## src/rtl/serial_bus_master.sv

```systemverilog
// rtl/serial_bus_master.sv - byte-command driven Z80-style memory bus master
// Parses 'W'/'R' commands from a byte stream and runs single-cycle write / two-cycle read bus cycles.
module serial_bus_master #(
    parameter logic [23:0] TIMEOUT = 24'd5_000_000
) (
    input  logic        clk,
    input  logic        n_rst,
    input  logic        rx_valid,
    input  logic [7:0]  rx_data,
    input  logic        tx_ready,
    output logic        tx_valid,
    output logic [7:0]  tx_data,
    output logic        mreq,
    output logic        rd,
    output logic        wr,
    output logic [15:0] addr,
    output logic [7:0]  data_out,
    input  logic [7:0]  data_in,
    output logic        busy,
    output logic        err
);

    typedef enum logic [3:0] {
        S_IDLE, S_ADDR_H, S_ADDR_L, S_LEN, S_WDATA,
        S_WCYC, S_RCYC1, S_RCYC2, S_TXB, S_TXACK
    } state_t;

    state_t      state, state_nx;
    logic        is_write;
    logic [8:0]  count;
    logic [23:0] tmo_cnt;
    logic        timed, timeout, handshake, rx_is_cmd, rx_dropped;

    assign timed      = (state inside {S_ADDR_H, S_ADDR_L, S_LEN, S_WDATA});
    // A byte landing on the expiry cycle wins over the timeout.
    assign timeout    = timed && !rx_valid && (tmo_cnt == TIMEOUT - 24'd1);
    assign handshake  = tx_valid && tx_ready;
    assign rx_is_cmd  = (rx_data == 8'h57) || (rx_data == 8'h52);
    assign rx_dropped = rx_valid && (state inside {S_WCYC, S_RCYC1, S_RCYC2, S_TXB, S_TXACK});

    // Strobes decode straight from state so an async reset removes them at once.
    assign mreq     = (state inside {S_WCYC, S_RCYC1, S_RCYC2});
    assign wr       = (state == S_WCYC);
    assign rd       = (state inside {S_RCYC1, S_RCYC2});
    assign tx_valid = (state inside {S_TXB, S_TXACK});
    assign busy     = (state != S_IDLE);

    always_ff @(posedge clk or negedge n_rst) begin
        if (!n_rst) begin
            state <= S_IDLE;
        end else begin
            state <= state_nx;
        end
    end

    always_comb begin
        state_nx = state;
        case (state)
            S_IDLE:   if (rx_valid) state_nx = rx_is_cmd ? S_ADDR_H : S_TXACK;
            S_ADDR_H: if (timeout) state_nx = S_IDLE; else if (rx_valid) state_nx = S_ADDR_L;
            S_ADDR_L: if (timeout) state_nx = S_IDLE; else if (rx_valid) state_nx = S_LEN;
            S_LEN:    if (timeout) state_nx = S_IDLE;
                      else if (rx_valid) state_nx = is_write ? S_WDATA : S_RCYC1;
            S_WDATA:  if (timeout) state_nx = S_IDLE; else if (rx_valid) state_nx = S_WCYC;
            S_WCYC:   state_nx = (count == 9'd1) ? S_TXACK : S_WDATA;
            S_RCYC1:  state_nx = S_RCYC2;
            S_RCYC2:  state_nx = S_TXB;
            S_TXB:    if (handshake) state_nx = (count != 9'd0) ? S_RCYC1 : S_IDLE;
            S_TXACK:  if (handshake) state_nx = S_IDLE;
            default:  state_nx = S_IDLE;
        endcase
    end

    always_ff @(posedge clk or negedge n_rst) begin
        if (!n_rst) begin
            is_write <= 1'b0;
            addr     <= 16'h0000;
            count    <= 9'd0;
            data_out <= 8'h00;
            tx_data  <= 8'h00;
            err      <= 1'b0;
        end else begin
            case (state)
                S_IDLE: begin
                    if (rx_valid && rx_is_cmd) begin
                        is_write <= (rx_data == 8'h57);
                        err      <= 1'b0;
                    end else if (rx_valid) begin
                        tx_data <= 8'h3F;
                    end
                end
                S_ADDR_H: if (rx_valid) addr[15:8] <= rx_data;
                S_ADDR_L: if (rx_valid) addr[7:0]  <= rx_data;
                // LEN of zero encodes 256 via the ninth bit.
                S_LEN:    if (rx_valid) count <= {(rx_data == 8'h00), rx_data};
                S_WDATA:  if (rx_valid) data_out <= rx_data;
                S_WCYC: begin
                    addr  <= addr + 16'd1;
                    count <= count - 9'd1;
                    if (count == 9'd1) tx_data <= 8'h4B;
                end
                S_RCYC2: begin
                    tx_data <= data_in;
                    addr    <= addr + 16'd1;
                    count   <= count - 9'd1;
                end
                default: ;
            endcase
            if (timeout || rx_dropped) err <= 1'b1;
        end
    end

    always_ff @(posedge clk or negedge n_rst) begin
        if (!n_rst) begin
            tmo_cnt <= 24'd0;
        end else if (timed && !rx_valid) begin
            tmo_cnt <= tmo_cnt + 24'd1;
        end else begin
            tmo_cnt <= 24'd0;
        end
    end

endmodule

```

## config.mk

```make
export PLATFORM = sky130hd
export DESIGN_NAME = serial_bus_master
export DESIGN_NICKNAME = d
export VERILOG_FILES = /design/src/rtl/serial_bus_master.sv
export SDC_FILE = /design/constraint.sdc
export NUM_CORES = 1
export LEC_CHECK = 0
export BUFFER_PORTS_ARGS = -buffer_cell sky130_fd_sc_hd__buf_4
export CORE_MARGIN = 2
export CORE_UTILIZATION = 55
export DETAILED_ROUTE_END_ITERATION = 8
export PLACE_DENSITY = 0.78
export SYNTH_ARGS = -nofsm -noshare
export SYNTH_HDL_FRONTEND = slang
export SYNTH_SLANG_ARGS = --single-unit
```

## constraint.sdc

```tcl
create_clock -name clk -period 5.99 [get_ports clk]
set_input_delay 1.198 -clock clk [delete_from_list [all_inputs] [get_ports clk]]
set_output_delay 1.198 -clock clk [all_outputs]
set_load 0.01 [all_outputs]
```

; Yosys cells after proc, flatten, opt, wreduce, memory -nomap -nowiden
; Index checks and enable logic that the tools add are counted.
[word_totals]
regBits = 71
inputBits = 20
out_inout_bits = 38
wordCells = 98
[op_classes]
n_addsub = 3
n_eq_ne = 25
muxes = 29
reduce_logical = 32
[ops]
columns = cell, n
row1 = $mux 4, 13
row2 = $pmux 4 s10, 1
row3 = $mux 8, 4
row4 = $pmux 8 s2, 2
row5 = $add 24x1->24 const B, 1
row6 = $eq 24x23->1 const B, 1
row7 = $mux 24, 1
row8 = $pmux 8 s3, 1
row9 = $pmux 9 s2, 1
row10 = $add 16x1->16 const B, 1
row11 = $eq 4x3->1 const B, 4
row12 = $eq 8x7->1 const B, 2
row13 = $ne 2x2->1 const B, 7
row14 = $reduce_bool 2->1, 7
row15 = $ne 3x3->1 const B, 4
row16 = $reduce_and 2->1, 6
row17 = $eq 9x1->1 const B, 1
row18 = $mux 9, 1
row19 = $reduce_bool 9->1, 1
row20 = $sub 9x1->9 const B, 1
row21 = $eq 4x2->1 const B, 2
row22 = $eq 4x4->1 const B, 2
row23 = $logic_not 8->1, 1
row24 = $reduce_bool 4->1, 2
row25 = other kinds (14), 22

; Longest topological paths before layout
; Gate-level depths: netlist of the first run.
[logic_depth]
ltp_word = 7
ltp_mapped = 7
depth_no_buf = 6

; Least setup slack after synthesis of the first run
; No wires, ideal clock.
[synth_path]
path_type = input port to flip-flop
startpoint = in rx_data[5]
endpoint = reg tx_data[0]
setup_ps = 121
t_arrival_ps = 2266
required_ps = 5869
setup_slack_ps = 3602
path_stages = 6
n_path_buf = 1
path_cell_list = nand4b_1 nor3_1 a21oi_1 o21a_1 clkbuf_1 o22a_1
[synth_between]
elab_chain_len = 5
word_cells_on_any_way = 6
cone_classes = eq/ne (3) / reduce/logical (3)
[synth_rtl]
columns = item, line
row1 = from (decl), 9  ; input logic [7:0] rx_data,
row2 = $eq 8x7->1, 38  ; assign rx_is_cmd = (rx_data == 8'h57) || (rx_data == 8'h52);
row3 = $logic_or 1x1->1 *, 38
row4 = $logic_and 1x1->1 *, 85  ; if (rx_valid && rx_is_cmd) begin
row5 = $ne 2x2->1 (no line) *, n/a
row6 = $reduce_and 4->1 (no line) *, n/a
row7 = to (signal assigned), 103  ; tx_data <= data_in;
row8 = to (decl), 12  ; output logic [7:0] tx_data,
; Mark *: on every way between the ends. The rest lies on a longest branch, timed or not.
; A chain may end at the register's enable or synchronous reset.

; Worst setup path after layout of the first run
[layout_path]
startpoint = reg state[1]
endpoint = out busy
[layout_between]
elab_chain_len = 1
[layout_rtl]
columns = item, line
row1 = from (decl), 28  ; state_t state, state_nx;
row2 = from (signal assigned), 52  ; state <= state_nx;
row3 = $reduce_bool 4->1, 46  ; assign busy = (state != S_IDLE);
row4 = to (decl), 19  ; output logic busy,
; No other way between the ends.

==> results of run 1 <==
[how the worst min path moves through the flow]
stage,to,depth (start not counted)
after floorplan,tmo_cnt[0],1
after detailed placement,data_out[2],1
after CTS,data_out[1],1
after global placement,data_out[0],1
after global routing,data_out[0],1
final,data_out[0],1
[metrics by stage]
| step | std cells | setup slack [ns] | power [W] |
|---|---|---|---|
| after floorplan | 424 | 3.60 | 0.00121 |
| after global routing | 558 | 2.65 | 0.00196 |
| after global placement | 542 | 3.11 | 0.00147 |
| after CTS | 558 | 2.80 | 0.00183 |
| after detailed placement | 542 | 3.06 | 0.00149 |
| final | 558 | 2.82 | 0.00182 |
[cells in the final DEF, fill, tap and decap left out, drive strengths merged, types with 4 or more instances in the layout]
cell / instances
a21oi: 22
and3: 8
nand2: 33
ha: 4
buf: 57
xor2: 5
a211oi: 6
o211ai: 5
nand3: 31
nor4: 5
o22ai: 9
clkbuf: 13
nor3: 24
o21ai: 13
inv: 23
nor2: 54
mux2: 8
o22a: 6
nand4: 11
dfrtp: 71
xnor2: 19
[Yosys cell counts, drive strengths merged, types with 4 or more instances]
cell type,number
nand4,11
o21ai,13
a211oi,6
clkbuf,16
xor2,5
mux2,8
and3,8
o22ai,9
o22a,6
inv,23
nor2,54
nand3,31
ha,4
xnor2,19
o211ai,5
nand2,33
a21oi,22
nor4,5
dfrtp,71
nor3,24
[registers in the layout, indices dropped and copies added (netlist names)]
signal / cells
tmo_cnt: 24
tx_data: 8
data_out: 8
state: 4
count: 9
addr: 16
is_write: 1
err: 1
[logic make-up (layout without fill, tap and decap cells)]
family	Yosys count	after routing	synth area share (%)
multiplexers	9	9	2.62
AND/OR/NAND/NOR	192	192	25.6
buffers and inverters	42	96	4.19
flip-flops	71	71	46.5
adder cells (fa/ha/maj)	4	4	1.31
AO/OA/AOI/OAI	82	82	14.2
XOR/XNOR	24	24	5.50
[worst reg2reg max path, delay by kind of cell, from the launching register on]
kind	cells	cell delay, ns
compound gates	1	0.35
simple gates	4	1.48
flops	1	0.64
[power by group through the flow]
stage | clock network (W) | logic [W] | registers, W
2_1_floorplan | 0 | 0.000434 | 0.000774
3_3_place_gp | 0 | 0.000695 | 0.000779
3_5_place_dp | 0 | 0.000706 | 0.000787
4_1_cts | 0.000346 | 0.000708 | 0.000778
5_1_grt | 0.000367 | 0.000783 | 0.000808
6_report | 0.000336 | 0.000705 | 0.000782
[final cells by class]
| type | count | area, µm² | share of cell area (%) |
|---|---|---|---|
| Multi-Input combinational cell | 311 | 1880 | 42.4 |
| Sequential cell | 71 | 1780 | 40.0 |
| Timing Repair Buffer | 57 | 428 | 9.64 |
| Clock buffer | 13 | 149 | 3.35 |
| Tap cell | 80 | 100 | 2.25 |
| Inverter | 23 | 86.3 | 1.94 |
| Clock inverter | 3 | 18.8 | 0.423 |
[per-layer routing]
layer  share of wire (%)  track usage (%)  vias up
met1                  45             36.0     1648
met4                 1.4             8.25        0
met2                  48             40.7      102
met3                 4.8             4.93       12
li1                    -                -     1624
met5                   0                0        -
==> metrics.md, run 1 <==
| Metric | Value |
|---|---|
| Async SR Flop Fraction | `100%` |
| Largest net degree at the start of global routing | `72` |
| Initial antenna violation count | `0` |
| CTS Sinks | `71` |
| DR iter-0 viols | `278` |
| Via count | `about 3.4k` |
| Number of synthesized flops with an enable pin | `0` |
| Fillers | `573` |
| Critical Path Fanout Max | `20` |
| HPWL after DPL | `6.20 mm` |
| Wire per inst | `16.1 µm` |
| Post-synth top area cell | `dfrtp_1` |
| Internal power | `0.00111 W` |
| Rel. slew slack | `38.1%` |
| First-pass GRT wire length | `between 15 and 20 mm` |
| Count of input and output buffers | `57` |
| Ant diodes | `0` |
| Final hold slack | `0.512 ns` |
| Clock Skew | `0.0102 ns` |
| CP endpoint | `busy` |
| Post-route cell area | `4440 µm²` |
| Worst-Margin Slew | `0.926 ns` |
| Pre-antenna DRT Iters | `5` |
| Gr usage total | `between 20 and 30%` |
| Max rail drop VDD | `0.223 mV` |
| RSZ-0062 raised after global routing | `false` |
| Worst EP required | `~4.8 ns` |
| Reg2reg end | `count[7]` |
| Layout cell share with drive strength beyond 1 | `17.8%` |
| Syn nets | `448` |
| Vias in the first global route | `3237` |
| Cells after Synth | `about 420` |
| Die X | `about 87 µm` |
| CP peak stage delay | `0.59 ns` |
| WP depth | `4` |
| Synth cell types | `53` |
| Main area contributors after synthesis | `dfrtp_1 47%, nor2_1 5.3%, xnor2_1 4.4%` |
| Clk pwr share | `a little under a fifth` |
| CP startpoint kind | `flip-flop` |
| Syn Area/Cell | `between 9 and 10 µm²` |
| Final Hold Viols | `0` |
| Final min period | `around 3.2 ns` |
| Clk slew on worst S/H paths | `0.07 ns` |
| Mapped Area | `3820 µm²` |
| Routability-driven placement congestion ratio | `0.875` |
| Final Setup Violations | `0` |
| # DRC | `0` |
| WP buf/inv | `2` |
| DRT antenna net count | `0` |
| Die Y | `87.3 µm` |
| IO Count | `between 50 and 60` |
| CTS H-tree depth | `3` |
| FF-to-FF Start | `state[0]` |
| Net Sw Power | `0.000714 W` |
| CP endpoint kind | `primary output` |
| Via/cell ratio | `about 6.1` |
| Combinational Power Share | `38.7%` |
| Total negative setup slack | `0 ns` |
| Crit Path Class | `flip-flop to primary output` |
| Fin crit share | `53.0%` |
| Synthesis Warnings | `0` |
| Inserted Clock Buffers | `9` |
| Row count | `30` |
| CTS-repair resized insts | `0` |
| Clock latency on the worst-skew pair | `~0.34 ns` |
| CTS tree | `yes` |
| F_max | `approximately 320 MHz` |
| Part of the Yosys area used for sequential elements | `46.5%` |
| Seq pwr share | `between 40% and 50%` |
| Hold Crit Class | `flip-flop to flip-flop` |
| FF-to-FF setup slack | `~3.4 ns` |
| Routed WL | `8.98 mm` |
| Max Cap Viol | `0` |
| Post-synth top flop | `dfrtp_1` |
| Critical path's top delay family | `simple AND/OR/NAND/NOR gates` |
| PwrDens | `411 nW/µm²` |
| Post-Place Cell Area | `4270 µm²` |
| Final slew viol count | `0` |
| Hold buffer count at cts | `0` |
| R2r worst-path depth | `5` |
| #FFs+latches synth | `71` |
| Die Area | `around 7600 µm²` |
| Static leakage | `about 1.8 nW` |
| Fin util | `65.7%` |
| Clk buf depth | `2` |
| CP cell instances | `or2_2 > nor3_1 > inv_1 > buf_4` |
| Switch share | `39.1%` |
| Clock Tree Root | `clkbuf_8` |
| Worst path arrival time | `between 1.5 and 2 ns` |
| Critical Path Start | `state[1]` |
| GR Overflow Total | `0` |
| Initial Util | `~57%` |
| Nets | `497` |
| Core box area | `6760 µm²` |
| Status | `finished, final reports clean` |
| Post-CTS setup buffer count | `0` |
| Post-synth top area share | `a little under half` |
| Synth-to-Final Area Change | `16.3%` |
| Min-delay src | `data_out[0]` |
| CP max-delay cell | `dfrtp_1` |
Note: power is estimated with default switching activity, not from simulation.
==> run 2: changes to the inputs <==
Clock period 5.99 ns to 3.1 ns, I/O delays scaled along.
==> run 2 against run 1 <==
  * Non-clock buffer count up 4
  * Die area unchanged
  * Largest power group unchanged
  * Highest routed layer unchanged
  * Worst setup slack worse by 2.4 ns
  * Critical endpoint unchanged
  * Sequential power up 93%
  * Sequential cell count unchanged
  * Register-to-register slack worse by 2.7 ns
==> metrics.md, run 2 (synthesis gave the netlist of run 1 again) <==
| Metric | Value |
|---|---|
| Status | `finished, final reports clean` |
| Fin crit share | `86.5%` |
| Max Cap Viol | `0 (unchanged)` |
| CP cell instances | `or2_2 > nor3_1 > inv_1 > buf_4` |
| Largest net degree at the start of global routing | `72 (unchanged)` |
| Count of input and output buffers | `57 (unchanged)` |
| Routability-driven placement congestion ratio | `0.918 (+4.9%)` |
| CP max-delay cell | `dfrtp_1` |
| # DRC | `0 (unchanged)` |
| Worst EP required | `2.48 ns (-2.31 ns)` |
| PwrDens | `828 nW/µm² (+100%)` |
| Via count | `3477 (+2.7%)` |
| Final min period | `2.68 ns` |
| CP startpoint kind | `flip-flop` |
| Die Area | `7630 µm² (unchanged)` |
| CP endpoint kind | `primary output` |
| Pre-CTS setup slack | `0.777 ns (-2.28 ns)` |
| Row count | `30 (unchanged)` |
| Largest reg by FF count | `tmo_cnt` |
| Regs by FF count | `tmo_cnt (24), addr (16), count (9)` |
| Pre-antenna DRT Iters | `4 (-1)` |
| Ant diodes | `0 (unchanged)` |
| Gr usage total | `25.6% (-0.13 points)` |
| Final Setup Violations | `0 (unchanged)` |
| Hold Crit Class | `input port to asynchronous set/reset pin` |
| Hold buffer count at cts | `0 (unchanged)` |
| Clock latency on the worst-skew pair | `0.35 ns (about the same)` |
| F_max | `about 370 MHz` |
| Static leakage | `1.87 nW (+2.3%)` |
| Multi-input logic area | `1880 µm² (unchanged)` |
| Number of flip-flops in the largest register | `24 (unchanged)` |
| Synth-to-Final Area Change | `18.5%` |
| DRT antenna net count | `0 (unchanged)` |
| DR iter-0 viols | `204 (-27%)` |
| Die Y | `87.3 µm (unchanged)` |
| Final slew viol count | `0 (unchanged)` |
| Final Hold Viols | `0 (unchanged)` |
| Critical Path Fanout Max | `20 (unchanged)` |
| Post-CTS setup buffer count | `0 (unchanged)` |
| Total negative setup slack | `0 ns (unchanged)` |
| Final Worst Setup Slack | `0.419 ns (-2.40 ns)` |
| Clk buf depth | `2 (unchanged)` |
| Clock Tree Root | `clkbuf_8` |
| Inserted Clock Buffers | `9 (unchanged)` |
| First-pass GRT wire length | `15.5 mm (+0.53%)` |
| CP peak stage delay | `0.59 ns (about the same)` |
| Clk slew on worst S/H paths | `0.08 ns (about the same)` |
| Worst path arrival time | `2.06 ns (+0.08 ns)` |
| Core box area | `6760 µm² (unchanged)` |
| Initial antenna violation count | `0 (unchanged)` |
| Max rail drop VDD | `0.495 mV (+120%)` |
| Via/cell ratio | `6.19 (+2.0%)` |
| Clock Skew | `0.0118 ns (+0.00168 ns)` |
| Initial Util | `56.5% (unchanged)` |
| Layout cell share with drive strength beyond 1 | `18.9% (+1.1 points)` |
| Most common cell after layout, fill and taps aside | `dfrtp_1` |
| Vias in the first global route | `3281 (+1.4%)` |
| CTS Sinks | `71 (unchanged)` |
| CTS-repair resized insts | `0 (unchanged)` |
| IO Count | `58 (unchanged)` |
| Nets | `501 (+0.80%)` |
| Die X | `87.3 µm (unchanged)` |
| RSZ-0062 raised after global routing | `false` |
| Fillers | `570 (-0.52%)` |
| Routed WL | `9.24 mm (+2.9%)` |
| CTS tree | `yes` |
| Worst-Margin Slew | `0.889 ns (-0.0372 ns)` |
| HPWL after DPL | `6.35 mm (+2.4%)` |
| GR Overflow Total | `0 (unchanged)` |
| CTS H-tree depth | `3 (unchanged)` |
| Rel. slew slack | `40.7% (+2.7 points)` |
| R2r worst-path depth | `5 (unchanged)` |
| Leading cell types in the layout, fill and taps excluded | `71 x dfrtp_1, 61 x buf_4, 54 x nor2_1` |
| Wire per inst | `16.4 µm (+2.2%)` |
| Sequential Area | `1780 µm² (unchanged)` |
| Crit Path Class | `flip-flop to primary output` |
[run 2: cell types whose count changed in the layout (fill, tap and decap cells not counted), sizes merged]
cell,before,now
bufinv,0,2
clkinv,3,2
buf,57,61
clkinvlp,0,1
clkbuf,13,11
[run 2: path summary, 6_finish.rpt]
path | start | to | slack, ns
setup / recovery | state[1] | busy | 0.42
max in group asynchronous | n_rst | tx_data[0] | 2.12
min in group clk | data_in[1] | tx_data[1] | 0.47
setup reg to reg | tmo_cnt[0] | state[2] | 0.74
hold / removal | n_rst | addr[4] | 0.37
hold reg to reg | data_out[0] | data_out[0] | 0.51
[run 2: power breakdown]
group	internal (W)	switching (W)	leakage, nW	total [W]
combinational	0.000653	0.000745	0.894	0.00140
sequential	0.00120	0.000317	0.867	0.00151
clock	0.000476	0.000361	0.110	0.000837
total	0.00232	0.00142	1.87	0.00375
[run 2: cell type report]
cell class	instances	share of cell area (%)
timing repair buffer	61	10.1
multi-input combinational	311	41.6
tap	80	2.21
sequential	71	39.3
inverter	23	1.91
clock buffer	11	3.12
clock inverter	5	1.80
[run 2: per-stage QoR]
stage	total power [W]	utilization, %	instances	area, µm²	hold WS [ns]
2_1_floorplan	0.00233	-	424	3820	0.324
3_3_place_gp	0.00286	63.7	546	4300	0.491
3_5_place_dp	0.00291	63.7	546	4300	0.497
4_1_cts	0.00376	67.0	562	4530	0.431
5_1_grt	0.00399	67.0	562	4530	0.446
6_report	0.00375	67.0	562	4530	0.375
[run 2: routing by layer]
| metal | global-route usage, % | share of wire (%) | wire, µm | vias up |
|---|---|---|---|---|
| li1 | - | - | - | 1632 |
| met1 | 33.8 | 42 | 3920 | 1680 |
| met2 | 42.2 | 49 | 4570 | 146 |
| met3 | 4.55 | 6.1 | 565 | 19 |
| met4 | 9.65 | 2.0 | 184 | 0 |
| met5 | 0 | 0 | 0 | - |
[run 2: worst max-delay path: cells and delay by family (launching register included)]
family,cells,cell delay [ns]
flops,1,0.59
simple gates,2,0.84
buf+inv,2,0.29
